## config.mk

```make
export PLATFORM = sky130hd
export DESIGN_NAME = uart_txfifo_sched
export DESIGN_NICKNAME = d
export VERILOG_FILES = /design/src/rtl/uart_txfifo_sched.sv
export SDC_FILE = /design/constraint.sdc
export NUM_CORES = 1
export LEC_CHECK = 0
export CORE_UTILIZATION = 40
export DETAILED_ROUTE_END_ITERATION = 10
export GPL_ROUTABILITY_DRIVEN = 1
export PLACE_DENSITY = 0.71
export SKIP_CTS_REPAIR_TIMING = 1
export SLEW_MARGIN = 15
export SYNTH_ARGS = -nofsm -noshare
export SYNTH_HDL_FRONTEND = slang
export SYNTH_SLANG_ARGS = --single-unit
```

## constraint.sdc

```tcl
create_clock -name clk -period 3.5 [get_ports clk]
set_clock_uncertainty 0.05 [all_clocks]
set_input_delay 0.35 -clock clk [delete_from_list [all_inputs] [get_ports clk]]
set_output_delay 0.35 -clock clk [all_outputs]
set_load 0.01 [all_outputs]
```

## src/rtl/uart_txfifo_sched.sv

```systemverilog
// uart_txfifo_sched: pops the show-ahead TX FIFO, hands bytes to the UART core,
// inserts an inter-frame gap, supports flush and a low-watermark interrupt.
module uart_txfifo_sched #(
    parameter int BW      = 8,
    parameter int BW_ADDR = 7,
    parameter int GAP_W   = 8
) (
    input  logic               clk,
    input  logic               rst_n,
    input  logic               en,
    input  logic               flush,
    input  logic [GAP_W-1:0]   gap_cycles,
    input  logic [BW_ADDR:0]   thr,
    input  logic [BW-1:0]      fifo_dout,
    input  logic               fifo_empty,
    input  logic [BW_ADDR:0]   fifo_rd_count,
    output logic               fifo_rd_en,
    output logic [BW-1:0]      tx_data,
    output logic               tx_valid,
    input  logic               tx_ready,
    output logic               busy,
    output logic               flush_done,
    output logic               irq_thr,
    output logic [15:0]        frames_sent
);
    typedef enum logic [2:0] {IDLE, LOAD, SEND, GAP, FLUSH_WAIT, FLUSH_RD} state_t;
    state_t             state_q, state_d;
    logic [BW-1:0]      tx_data_q, tx_data_d;
    logic [GAP_W-1:0]   gap_q, gap_d;
    logic [15:0]        frames_q, frames_d;
    logic               flush_pend_q, flush_pend_d;
    logic               irq_q;

    always_ff @(posedge clk) begin
        if (!rst_n) begin
            state_q      <= IDLE;
            tx_data_q    <= '0;
            gap_q        <= '0;
            frames_q     <= '0;
            flush_pend_q <= 1'b0;
            irq_q        <= 1'b0;
        end else begin
            state_q      <= state_d;
            tx_data_q    <= tx_data_d;
            gap_q        <= gap_d;
            frames_q     <= frames_d;
            flush_pend_q <= flush_pend_d;
            irq_q        <= fifo_rd_count <= thr;
        end
    end

    always_comb begin
        state_d      = state_q;
        tx_data_d    = tx_data_q;
        gap_d        = gap_q;
        frames_d     = frames_q;
        flush_pend_d = flush_pend_q | (flush && state_q != IDLE);
        case (state_q)
            IDLE: begin
                if (flush || flush_pend_q) begin
                    state_d      = FLUSH_WAIT;
                    flush_pend_d = 1'b0;
                end else if (en && !fifo_empty) begin
                    state_d = LOAD;
                end
            end
            LOAD: begin
                tx_data_d = fifo_dout;
                state_d   = SEND;
            end
            SEND: begin
                if (tx_ready) begin
                    frames_d = frames_q + 16'd1;
                    if (flush_pend_q || gap_cycles == '0) begin
                        state_d = IDLE;
                    end else begin
                        gap_d   = gap_cycles;
                        state_d = GAP;
                    end
                end
            end
            GAP: begin
                gap_d   = gap_q - GAP_W'(1);
                state_d = (gap_q == GAP_W'(1)) ? IDLE : GAP;
            end
            // empty lags a pop by one cycle, so every pop is followed by a re-check
            FLUSH_WAIT: state_d = fifo_empty ? IDLE : FLUSH_RD;
            FLUSH_RD:   state_d = FLUSH_WAIT;
            default:    state_d = IDLE;
        endcase
    end

    assign fifo_rd_en  = state_q == LOAD || state_q == FLUSH_RD;
    assign tx_valid    = state_q == SEND;
    assign tx_data     = tx_data_q;
    assign busy        = state_q != IDLE;
    assign flush_done  = state_q == FLUSH_WAIT && fifo_empty;
    assign irq_thr     = irq_q;
    assign frames_sent = frames_q;
endmodule

```

==> impl_results.md <==
* Gr usage total at 0.190
* Row count at 25
* Slowest-stage cell, CP: dfxtp_1
* Input/output buffers at 66
* Fill count at 456
* Vias at 1865
* Ys async rst share at 0
* Hold crit path type: register to register
* Critical path data arrival time at 2.37 ns
* Drt first-iter violations at 123
* Gr ovfl total at 0
* Netlist cell types at 46
* Reg area at 741 um2
* Peak per-stage delay on the critical path at 0.54 ns
* Area growth syn-to-layout at 38.8%
* Layout Nets at 352
* TritonCTS Buffers at 5
* Placer Congestion at 0.896
* Crit path kind: register to register
* Worst-Margin Slew at 1.10 ns
* Most frequent cell after synthesis: dfxtp_1
* Status: completed
* Pre-CTS setup slack at 1.05 ns
* Share of the yosys chip area belonging to registers at 0.368
* CP cell instances: nand4bb_1 > nor4_4 > nand4_2 > or3_1 > a21oi_1
* Final Hold Fails at 0
* Post-DP HPWL at 3.40 mm
* Initial antenna violation count at 0
* Worst-path clk slew at 0.07 ns
* Cell area after synthesis at 0.00201 mm2
* Die height at 72.9 um
* # Max-Cap Violations at 0
* Area of the multi-input gates at 0.00116 mm2
* Drt drc at 0
* Vias in the first global route at 1701
* Die area at 0.00531 mm2
* Max clock buf depth at 2
* Top_reg_cell synth: dfxtp_1
* WL/cell at 12.5 um
* Net count after synthesis at 288
* P_leak at 1.06 nW
* Tmin final at 2.20 ns
* Total chip power at 0.00135 W
* Cell Pwr Density at 483 mW/mm2
* Yosys warnings at 0
* Critical path required time at 3.67 ns
* Fin Setup TNS at 0 ns
* Synthesized area per cell at 8.41 um2
* Top cells by area, synth: dfxtp_1, ha_1, nor2_1
* Tcrit/Tclk final at 0.628
* Pre-antenna DRT Iters at 4
* Setup WS post-layout at 1.30 ns
* CTS tree: built
* First-pass GRT wire length at 7.80 mm
* Area of the core at 0.00479 mm2
* Final setup fails at 0
* Final wirelength at 4.63 mm
* CP endpoint kind: register
* Critical path's top delay family: simple AND/OR/NAND/NOR gates
* I/O pin cnt at 67
* Die W at 72.9 um
* Peak VDD IR at 214 uV
* Starting density of the core at 0.420
* TritonCTS Sinks at 37
* Mapped Cells at 239
* CTS H-tree depth at 2
* Dominant cell type by area after synthesis: dfxtp_1
* Vias per cell at 5.04
* Crit path buf inv count at 0
* DRT antenna net count at 0
* CTS Root Buffer Type: clkbuf_8
* Slew Viols, Final at 0
* Crit path launch type: register
* Post-synth EDFFs at 0
* Antenna cells at 0
* Largest net degree at the start of global routing at 35
* Peak Freq at 0.455 GHz
* Max_slew headroom at 0.268
* Area share of the largest cell type after synthesis at 0.368
* Synth Register Bits at 37
* RSZ-0062 raised after global routing: no
* Clk_lat worst skew at 0.28 ns
* Post-synth top cells: dfxtp_1, nor2_1, a21oi_1
* CP Max Fanout at 14
* Ratio of cells with drive above 1 in the final layout at 0.0528
[area by class of cell]
class / instances / area share
sequential: 37 / 0.265
multi-input combinational: 179 / 0.417
clock buffer: 6 / 0.0260
timing repair buffer: 68 / 0.242
inverter: 12 / 0.0161
clock inverter: 1 / 0.00314
tap: 67 / 0.0300
[worst paths after layout]
path	start	to	slack [ns]	cells past startpoint
worst min register to register	tx_data[0]	tx_data[0]	0.44	2
worst max-delay path	state_q[1]	frames_sent[14]	1.30	5
worst max register to register	state_q[1]	frames_sent[14]	1.30	5
worst min-delay path	tx_data[0]	tx_data[0]	0.44	2
[worst reg2reg max path: cells and delay by family (launching register included)]
family	cells	cell delay [ns]
AND/OR/NAND/NOR	4	1.41
AO/OA/AOI/OAI	1	0.13
flip-flops	1	0.54
[layout by cell type, fill, tap and decap left out, types with 2 or more instances in the layout]
master,instances
nor4_1,5
nor3_1,5
inv_1,11
dfxtp_1,37
and2_1,2
o31ai_1,4
nand3_1,4
mux2i_1,8
nand2b_1,5
clkbuf_8,5
o21ai_1,4
a21oi_2,2
nand2_1,17
ha_1,11
a211oi_1,2
o21ai_0,4
or3_1,3
clkdlybuf4s50_1,66
buf_4,2
nor2_1,33
nand4_1,8
o211ai_1,3
a21oi_1,20
nor2b_1,4
and3_1,3
xor2_1,13
[logic make-up (layout without fill, tap and decap cells)]
logic type,count (synthesis),count (layout),synth area share
xor gates and xnor gates,13,13,0.0566
buffers and inverters,23,87,0.0523
DFF,37,37,0.368
muxes,9,9,0.0454
adders and majority gates,11,11,0.0684
and+or+nand+nor,99,99,0.264
AOI/OAI and AO/OA,47,47,0.145
[power breakdown]
group          internal (W)  switching [W]  total, W
clock network      0.000138       0.000145  0.000282
registers          0.000481      0.0000742  0.000555
logic              0.000273       0.000239  0.000512
total              0.000891       0.000458   0.00135
[stage by stage]
step	utilization	hold slack, ns	cell area, um2	instances
2_1_floorplan	-	0.417	2010	239
3_3_place_gp	0.566	0.423	2710	363
3_5_place_dp	0.566	0.431	2710	363
4_1_cts	0.583	0.451	2790	370
5_1_grt	0.583	0.477	2790	370
6_report	0.583	0.443	2790	370
[metal layers]
| metal | GRT usage | part of all wire | up-vias |
|---|---|---|---|
| met5 | 0 | 0 | - |
| met4 | 0.0654 | 0.0095 | 0 |
| met3 | 0.0428 | 0.043 | 5 |
| met2 | 0.304 | 0.45 | 41 |
| met1 | 0.253 | 0.50 | 851 |
| li1 | - | - | 968 |
[sequential cells by signal, indices dropped and copies added (netlist names)]
register      flops
frames_sent      16
gap_q             8
tx_data           8
state_q           3
flush_pend_q      1
irq_thr           1
(Power assumes the default switching activity.)
